==> config.mk <==
export PLATFORM = sky130hd
export DESIGN_NAME = decode_stage
export DESIGN_NICKNAME = d
export VERILOG_FILES = /design/src/rtl/decode_stage.sv
export SDC_FILE = /design/constraint.sdc
export NUM_CORES = 1
export LEC_CHECK = 0
export CELL_PAD_IN_SITES_DETAIL_PLACEMENT = 2
export CELL_PAD_IN_SITES_GLOBAL_PLACEMENT = 2
export CORE_ASPECT_RATIO = 1.4
export CORE_MARGIN = 2
export CORE_UTILIZATION = 31
export CTS_BUF_LIST = sky130_fd_sc_hd__clkbuf_4 sky130_fd_sc_hd__clkbuf_8
export DETAILED_ROUTE_END_ITERATION = 7
export GPL_TIMING_DRIVEN = 0
export PLACE_DENSITY_LB_ADDON = 0.2
export SYNTH_ARGS = -nofsm -noshare
export SYNTH_HDL_FRONTEND = slang
export SYNTH_SLANG_ARGS = --single-unit
export TNS_END_PERCENT = 20
==> constraint.sdc <==
create_clock -name clk -period 1.73 [get_ports clk]
set_clock_uncertainty 0.05 [all_clocks]
set_input_delay 0.346 -clock clk [delete_from_list [all_inputs] [get_ports clk]]
set_output_delay 0.346 -clock clk [all_outputs]
set_load 0.01 [all_outputs]
==> src/rtl/decode_stage.sv <==
// decode_stage: RV32I decoder at the consumer end of the fetch-to-decode link.
// Each accepted {pc, instr} beat is decoded combinationally and captured into
// a two-entry skid buffer (main + skid). The main entry drives the micro-op
// outputs toward rename.
//
// Optional build macro DECODE_ILLEGAL_EN adds the `illegal` output. With it,
// malformed encodings are tagged and routed as fu_type=3 with no register
// side effects. Without it, unknown opcodes decode as a NOP.
//
// Handshake semantics (both sides): a beat transfers on a rising edge where
// valid and ready are both high. A producer holding valid must keep its
// payload stable until the transfer. ready_in depends only on registered
// state (skid occupancy), never combinationally on ready_out.
module decode_stage #(
  parameter int XLEN    = 32,
  parameter int ALUOP_W = 4
) (
  input  logic               clk,
  input  logic               reset_n,
  input  logic               mispredict,
  input  logic               valid_in,
  output logic               ready_in,
  input  logic [31:0]        instr_in,
  input  logic [XLEN-1:0]    pc_in,
  output logic               valid_out,
  input  logic               ready_out,
  output logic [XLEN-1:0]    pc_out,
  output logic [4:0]         rs1,
  output logic [4:0]         rs2,
  output logic [4:0]         rd,
  output logic               uses_rs1,
  output logic               uses_rs2,
  output logic               writes_rd,
  output logic [31:0]        imm,
  output logic [1:0]         fu_type,
  output logic [ALUOP_W-1:0] alu_op,
  output logic               is_load,
  output logic               is_store,
  output logic [2:0]         mem_size
`ifdef DECODE_ILLEGAL_EN
  ,
  output logic               illegal
`endif
);

  localparam logic [6:0] OPC_LUI    = 7'b0110111;
  localparam logic [6:0] OPC_AUIPC  = 7'b0010111;
  localparam logic [6:0] OPC_JAL    = 7'b1101111;
  localparam logic [6:0] OPC_JALR   = 7'b1100111;
  localparam logic [6:0] OPC_BRANCH = 7'b1100011;
  localparam logic [6:0] OPC_LOAD   = 7'b0000011;
  localparam logic [6:0] OPC_STORE  = 7'b0100011;
  localparam logic [6:0] OPC_OPIMM  = 7'b0010011;
  localparam logic [6:0] OPC_OP     = 7'b0110011;
  localparam logic [6:0] OPC_FENCE  = 7'b0001111;
  localparam logic [6:0] OPC_SYSTEM = 7'b1110011;

  localparam logic [1:0] FU_ALU    = 2'd0;
  localparam logic [1:0] FU_BRANCH = 2'd1;
  localparam logic [1:0] FU_LSU    = 2'd2;

  localparam logic [ALUOP_W-1:0] ALU_ADD   = ALUOP_W'(0);
  localparam logic [ALUOP_W-1:0] ALU_SUB   = ALUOP_W'(1);
  localparam logic [ALUOP_W-1:0] ALU_SLL   = ALUOP_W'(2);
  localparam logic [ALUOP_W-1:0] ALU_SLT   = ALUOP_W'(3);
  localparam logic [ALUOP_W-1:0] ALU_SLTU  = ALUOP_W'(4);
  localparam logic [ALUOP_W-1:0] ALU_XOR   = ALUOP_W'(5);
  localparam logic [ALUOP_W-1:0] ALU_SRL   = ALUOP_W'(6);
  localparam logic [ALUOP_W-1:0] ALU_SRA   = ALUOP_W'(7);
  localparam logic [ALUOP_W-1:0] ALU_OR    = ALUOP_W'(8);
  localparam logic [ALUOP_W-1:0] ALU_AND   = ALUOP_W'(9);
  localparam logic [ALUOP_W-1:0] ALU_LUI   = ALUOP_W'(10);
  localparam logic [ALUOP_W-1:0] ALU_AUIPC = ALUOP_W'(11);

  typedef struct packed {
    logic [XLEN-1:0]    pc;
    logic [4:0]         rs1;
    logic [4:0]         rs2;
    logic [4:0]         rd;
    logic               uses_rs1;
    logic               uses_rs2;
    logic               writes_rd;
    logic [31:0]        imm;
    logic [1:0]         fu_type;
    logic [ALUOP_W-1:0] alu_op;
    logic               is_load;
    logic               is_store;
    logic [2:0]         mem_size;
`ifdef DECODE_ILLEGAL_EN
    logic               illegal;
`endif
  } uop_t;

  // Shared funct3 -> ALU op mapping; `alt` is instr[30] where it selects SUB/SRA.
  function automatic logic [ALUOP_W-1:0] alu_from_f3(input logic [2:0] f3, input logic alt);
    logic [ALUOP_W-1:0] op;
    case (f3)
      3'b000:  op = alt ? ALU_SUB : ALU_ADD;
      3'b001:  op = ALU_SLL;
      3'b010:  op = ALU_SLT;
      3'b011:  op = ALU_SLTU;
      3'b100:  op = ALU_XOR;
      3'b101:  op = alt ? ALU_SRA : ALU_SRL;
      3'b110:  op = ALU_OR;
      default: op = ALU_AND;
    endcase
    return op;
  endfunction

  logic [6:0]  opcode;
  logic [2:0]  f3;
  logic [31:0] imm_i, imm_s, imm_b, imm_u, imm_j;
  logic        wr_raw;
  uop_t        dec;
  uop_t        main_q, skid_q;
  logic        main_valid, skid_valid;
  logic        in_fire, out_fire;

  assign opcode = instr_in[6:0];
  assign f3     = instr_in[14:12];
  assign imm_i  = {{20{instr_in[31]}}, instr_in[31:20]};
  assign imm_s  = {{20{instr_in[31]}}, instr_in[31:25], instr_in[11:7]};
  assign imm_b  = {{19{instr_in[31]}}, instr_in[31], instr_in[7], instr_in[30:25],
                   instr_in[11:8], 1'b0};
  assign imm_u  = {instr_in[31:12], 12'b0};
  assign imm_j  = {{11{instr_in[31]}}, instr_in[31], instr_in[19:12], instr_in[20],
                   instr_in[30:21], 1'b0};

`ifdef DECODE_ILLEGAL_EN
  logic bad;

  // Flag malformed encodings: unknown opcode, bad funct3 or bad funct7.
  always_comb begin
    bad = 1'b0;
    case (opcode)
      OPC_LUI, OPC_AUIPC, OPC_JAL, OPC_JALR, OPC_FENCE, OPC_SYSTEM: bad = 1'b0;
      OPC_LOAD:   bad = (f3 == 3'b011) || (f3 == 3'b110) || (f3 == 3'b111);
      OPC_STORE:  bad = (f3 > 3'b010);
      OPC_BRANCH: bad = (f3 == 3'b010) || (f3 == 3'b011);
      OPC_OP: begin
        if (instr_in[31:25] == 7'b0000000)
          bad = 1'b0;
        else if (instr_in[31:25] == 7'b0100000)
          bad = !((f3 == 3'b000) || (f3 == 3'b101));
        else
          bad = 1'b1;
      end
      OPC_OPIMM: begin
        if (f3 == 3'b001)
          bad = (instr_in[31:25] != 7'b0000000);
        else if (f3 == 3'b101)
          bad = (instr_in[31:25] != 7'b0000000) && (instr_in[31:25] != 7'b0100000);
        else
          bad = 1'b0;
      end
      default: bad = 1'b1;
    endcase
    if (instr_in[1:0] != 2'b11) bad = 1'b1;
  end
`endif

  // Combinational RV32I decode of the incoming beat; default is a NOP.
  always_comb begin
    dec          = '0;
    wr_raw       = 1'b0;
    dec.pc       = pc_in;
    dec.rs1      = instr_in[19:15];
    dec.rs2      = instr_in[24:20];
    dec.rd       = instr_in[11:7];
    dec.fu_type  = FU_ALU;
    dec.alu_op   = ALU_ADD;
    case (opcode)
      OPC_LUI: begin
        wr_raw = 1'b1; dec.imm = imm_u; dec.alu_op = ALU_LUI;
      end
      OPC_AUIPC: begin
        wr_raw = 1'b1; dec.imm = imm_u; dec.alu_op = ALU_AUIPC;
      end
      OPC_JAL: begin
        wr_raw = 1'b1; dec.imm = imm_j; dec.fu_type = FU_BRANCH;
      end
      OPC_JALR: begin
        wr_raw = 1'b1; dec.uses_rs1 = 1'b1; dec.imm = imm_i; dec.fu_type = FU_BRANCH;
      end
      OPC_BRANCH: begin
        dec.uses_rs1 = 1'b1; dec.uses_rs2 = 1'b1; dec.imm = imm_b;
        dec.fu_type  = FU_BRANCH; dec.alu_op = ALUOP_W'(f3);
      end
      OPC_LOAD: begin
        wr_raw = 1'b1; dec.uses_rs1 = 1'b1; dec.imm = imm_i; dec.fu_type = FU_LSU;
        dec.is_load = 1'b1; dec.mem_size = f3;
      end
      OPC_STORE: begin
        dec.uses_rs1 = 1'b1; dec.uses_rs2 = 1'b1; dec.imm = imm_s; dec.fu_type = FU_LSU;
        dec.is_store = 1'b1; dec.mem_size = f3;
      end
      OPC_OPIMM: begin
        wr_raw = 1'b1; dec.uses_rs1 = 1'b1; dec.imm = imm_i;
        dec.alu_op = alu_from_f3(f3, (f3 == 3'b101) && instr_in[30]);
      end
      OPC_OP: begin
        wr_raw = 1'b1; dec.uses_rs1 = 1'b1; dec.uses_rs2 = 1'b1;
        dec.alu_op = alu_from_f3(f3, instr_in[30]);
      end
      default: ;  // FENCE, SYSTEM and anything unrecognised: NOP
    endcase
    dec.writes_rd = wr_raw && (instr_in[11:7] != 5'd0);
`ifdef DECODE_ILLEGAL_EN
    dec.illegal = bad;
    if (bad) begin
      dec.uses_rs1  = 1'b0;
      dec.uses_rs2  = 1'b0;
      dec.writes_rd = 1'b0;
      dec.imm       = '0;
      dec.fu_type   = 2'd3;
      dec.alu_op    = ALU_ADD;
      dec.is_load   = 1'b0;
      dec.is_store  = 1'b0;
      dec.mem_size  = 3'd0;
    end
`endif
  end

  assign ready_in  = !skid_valid;
  assign valid_out = main_valid;
  assign in_fire   = valid_in && ready_in;
  assign out_fire  = main_valid && ready_out;

  // Skid buffer update: reset and flush dominate, then refill/advance in order.
  always_ff @(posedge clk) begin
    if (!reset_n) begin
      main_valid <= 1'b0;
      skid_valid <= 1'b0;
      main_q     <= '0;
      skid_q     <= '0;
    end else if (mispredict) begin
      main_valid <= 1'b0;
      skid_valid <= 1'b0;
    end else if (out_fire && skid_valid) begin
      main_q     <= skid_q;
      main_valid <= 1'b1;
      skid_valid <= 1'b0;
    end else if (in_fire && (!main_valid || out_fire)) begin
      main_q     <= dec;
      main_valid <= 1'b1;
    end else if (in_fire) begin
      skid_q     <= dec;
      skid_valid <= 1'b1;
    end else if (out_fire) begin
      main_valid <= 1'b0;
    end
  end

  assign pc_out    = main_q.pc;
  assign rs1       = main_q.rs1;
  assign rs2       = main_q.rs2;
  assign rd        = main_q.rd;
  assign uses_rs1  = main_q.uses_rs1;
  assign uses_rs2  = main_q.uses_rs2;
  assign writes_rd = main_q.writes_rd;
  assign imm       = main_q.imm;
  assign fu_type   = main_q.fu_type;
  assign alu_op    = main_q.alu_op;
  assign is_load   = main_q.is_load;
  assign is_store  = main_q.is_store;
  assign mem_size  = main_q.mem_size;
`ifdef DECODE_ILLEGAL_EN
  assign illegal   = main_q.illegal;
`endif

endmodule

==> impl_metrics.tcl <==
set metrics [dict create \
    ys_ff_latch 188 \
    drt_first_pass_iters 4 \
    run_status "finished with violations" \
    highest_metal_layer_with_signal_wires "met4" \
    period_share_pct 103.0 \
    cpLargestDelayFamily "buffers and inverters" \
    final_critical_path_setup_slack_ns -0.05211 \
    port_buffers 160 \
    vias 8218 \
    setup_repair_after_global_routing_missed_its_margin "true" \
    floorplan.io_pins 164 \
    hold_slack_ns 0.3133 \
    placementRows 70 \
    wire_length_of_the_first_global_routing_pass_um 50450 \
    syn_area_per_cell_um2 8.136 \
    synth_commonest_cells "256 x sky130_fd_sc_hd__nand2_1, 188 x sky130_fd_sc_hd__dfxtp_1, 84 x sky130_fd_sc_hd__a21oi_1, 77 x sky130_fd_sc_hd__nand3_1, 71 x sky130_fd_sc_hd__o21ai_0" \
    flow.area_growth_from_synthesis_pct 34.64 \
    synth_top_flop_cell "sky130_fd_sc_hd__dfxtp_1" \
    yosysWarningCount 0 \
    grt_max_degree 17 \
    worst-setup-path-type "input port to register" \
    list_of_cells_traversed_by_the_critical_path "clkdlybuf4s50_1 -> nor4b_4 -> buf_4 -> nand2_4 -> a2111oi_2 -> a21oi_1 -> nor2b_1" \
    finalPower_mw 8.642 \
    syn-num-nets 1078 \
    critical-path-slowest-cell "sky130_fd_sc_hd__clkdlybuf4s50_1" \
    synth-edff-count 0 \
    first_global_vias 8756 \
    netlist_top_cells_area "sky130_fd_sc_hd__dfxtp_1 46%, sky130_fd_sc_hd__nand2_1 12%, sky130_fd_sc_hd__o211a_1 6.1%" \
    path_clk_slew_ns 0.09 \
    maximum_fanout_encountered_on_the_critical_timing_path 5 \
    cellPowerDensity_mw_per_mm2 781.9 \
    synthesis.instances 1009 \
    met2_length_um 17150 \
    critical_path.startpoint_type "input port" \
    die_height_um 196.5 \
    timing.fmax_mhz 561.1 \
    met1_length_um 13770 \
    report.final.setup_viol 9 \
    clock_sinks 188 \
    critPathRequiredTime_ns 2.11 \
    post_route_cells_drive_above_1_share_pct 14.26 \
    synth-seq-area-share_pct 45.85 \
    cts_inserted_buffers 17 \
    post-synth-top-count-cell "sky130_fd_sc_hd__nand2_1" \
    clock_tree.root_cell "sky130_fd_sc_hd__clkbuf_8" \
    crit_path_max_incr_delay_ns 0.60 \
    post_drt_via_cell_ratio 5.323 \
    fp.dieArea_mm2 0.02782 \
    insertedDiodeCount 0 \
    routed_wire_length_per_instance_um 21.31 \
    fillers 2977 \
    netlist_area_mm2 0.008209 \
    fp.dieW_um 141.5 \
    post-route-drc-count 0 \
    report.final.slew_viol_count 0 \
    worstSkewPairLatency_ns 0.50 \
    detailroute.wirelength.met3_um 994 \
    violations "setup timing" \
    grt_antenna_before_repair 0 \
    vdd_ir_drop_max_uv 468.1 \
    detail_route.iter0.violations 325 \
    gp_congestion 0.8387 \
    htree_levels 4 \
    route.antenna.remaining_nets 0 \
    grtUsageTotal_pct 23.67 \
    multi_input_area_mm2 0.004197 \
    timing.critical_path.to_type "register" \
    synth_top_cell_by_area "sky130_fd_sc_hd__dfxtp_1" \
    standard_cell_core_area_mm2 0.02610 \
    worstPathBufferInverterCount 2 \
    worst_slew_margin_rel_pct 56.90 \
    post_synthesis_async_set_or_reset_flop_share_pct 0 \
    worstPathArrival_ns 2.16 \
    final.setup.tns_ns -0.1329 \
    final_net_count 1276 \
    total_leakage_power_nw 4.862 \
    design_area_mm2 0.01105 \
    synth_top_cell_area_share_pct 45.85 \
    clockBufferDepth 2 \
    synth_cell_type_count 64 \
    hpwlAfterDp_um 23780 \
    timing.max_cap.violations 0 \
    placement.cell_area_mm2 0.01022 \
    final-hold-violation-count 0 \
    detail_route.wirelength_um 32900 \
    floorplan.initialDensity_pct 31.45 \
    worst_slew_pin_slew_ns 0.6465 \
    seq_area_mm2 0.003769 \
    grt_residual_overflow 0 \
    final_period_minus_worst_setup_slack_ns 1.782 \
    worstHoldPathType "input port to register" \
    tritoncts "built" \
]
worst paths after layout:
path	to	slack, ns	cells past startpoint	start
worst max register to register	skid_q[43]$_SDFFE_PN0P_	-0.02	7	skid_valid$_SDFFE_PP0P_
worst min-delay path	skid_q[2]$_SDFFE_PN0P_	0.31	3	instr_in[14]
worst max-delay path	skid_q[43]$_SDFFE_PN0P_	-0.05	7	valid_in
worst min register to register	imm[19]$_SDFFE_PN0P_	0.40	2	imm[19]$_SDFFE_PN0P_
registers in the layout (all words and copies together), names as in the netlist, 2 cells and up:
signal    flops
rs1           5
alu_op        4
pc_out       32
imm          32
fu_type       2
skid_q       93
rs2           5
rd            5
mem_size      3
layer usage:
layer | up-vias | track usage [%]
met5 | - | 0
met4 | 0 | 8.074
met3 | 46 | 3.669
met2 | 162 | 43.28
met1 | 4105 | 27.99
li1 | 3905 | -
worst min-delay path: stages:
cell	delay (ns)
sky130_fd_sc_hd__clkbuf_1	0.24
sky130_fd_sc_hd__nand3_1	0.14
sky130_fd_sc_hd__a21boi_0	0.07
where the power goes:
part / leakage [nW] / internal (mW) / total (mW) / switching [mW]
Clock: 0.178 / 1.20 / 2.92 / 1.72
Combinational: 3.15 / 0.538 / 1.18 / 0.641
Sequential: 1.53 / 4.47 / 4.55 / 0.0757
placed cells by master (no fill, tap or decap), types with 9 or more instances in the layout:
cell	netlist	routed
sky130_fd_sc_hd__clkbuf_8	0	19
sky130_fd_sc_hd__o21ai_0	71	71
sky130_fd_sc_hd__a21oi_1	84	81
sky130_fd_sc_hd__a21boi_0	43	39
sky130_fd_sc_hd__clkdlybuf4s50_1	0	59
sky130_fd_sc_hd__clkbuf_1	43	19
sky130_fd_sc_hd__buf_2	35	11
sky130_fd_sc_hd__buf_6	3	21
sky130_fd_sc_hd__buf_4	6	29
sky130_fd_sc_hd__dfxtp_1	188	186
sky130_fd_sc_hd__nor2_1	18	15
sky130_fd_sc_hd__clkbuf_2	1	16
sky130_fd_sc_hd__o211a_1	50	50
sky130_fd_sc_hd__nand3_1	77	76
sky130_fd_sc_hd__a21boi_1	17	21
sky130_fd_sc_hd__clkbuf_4	0	9
sky130_fd_sc_hd__nand2_1	256	255
sky130_fd_sc_hd__dlygate4sd2_1	0	98
cells by family (layout without fill, tap and decap cells):
logic type / Yosys count / count (layout) / synth area share, %
AOI/OAI and AO/OA: 316 / 316 / 26.08
xor gates and xnor gates: 1 / 1 / 0.1067
buffers and inverters: 97 / 307 / 5.533
DFF: 188 / 188 / 45.85
and+or+nand+nor: 407 / 408 / 22.44
per-stage QoR:
step	setup slack (ns)	cells	util, %
6_report	-0.05211	1544	42.35
5_1_grt	-0.1149	1544	42.35
4_1_cts	-0.006094	1530	41.39
3_5_place_dp	-1.096	1493	39.14
3_3_place_gp	-1.088	1493	39.14
2_1_floorplan	0.07365	1009	-
what timing repair did:
item	CTS	global route
pin swaps	5	8
resized for setup	199	57
buffers inserted	4	14
setup endpoints to repair	281	165
hold buffers	0	0
cloned	1	1
final cells by class:
type | instances | share of cell area (%)
Tap cell | 324 | 3.668
Buffer | 91 | 5.909
Timing Repair Buffer | 179 | 14.82
Multi-Input combinational cell | 725 | 37.97
Inverter | 5 | 0.1698
Clock inverter | 13 | 1.064
Sequential cell | 188 | 34.10
Clock buffer | 19 | 2.309
Note: power is estimated with default switching activity, not from simulation.
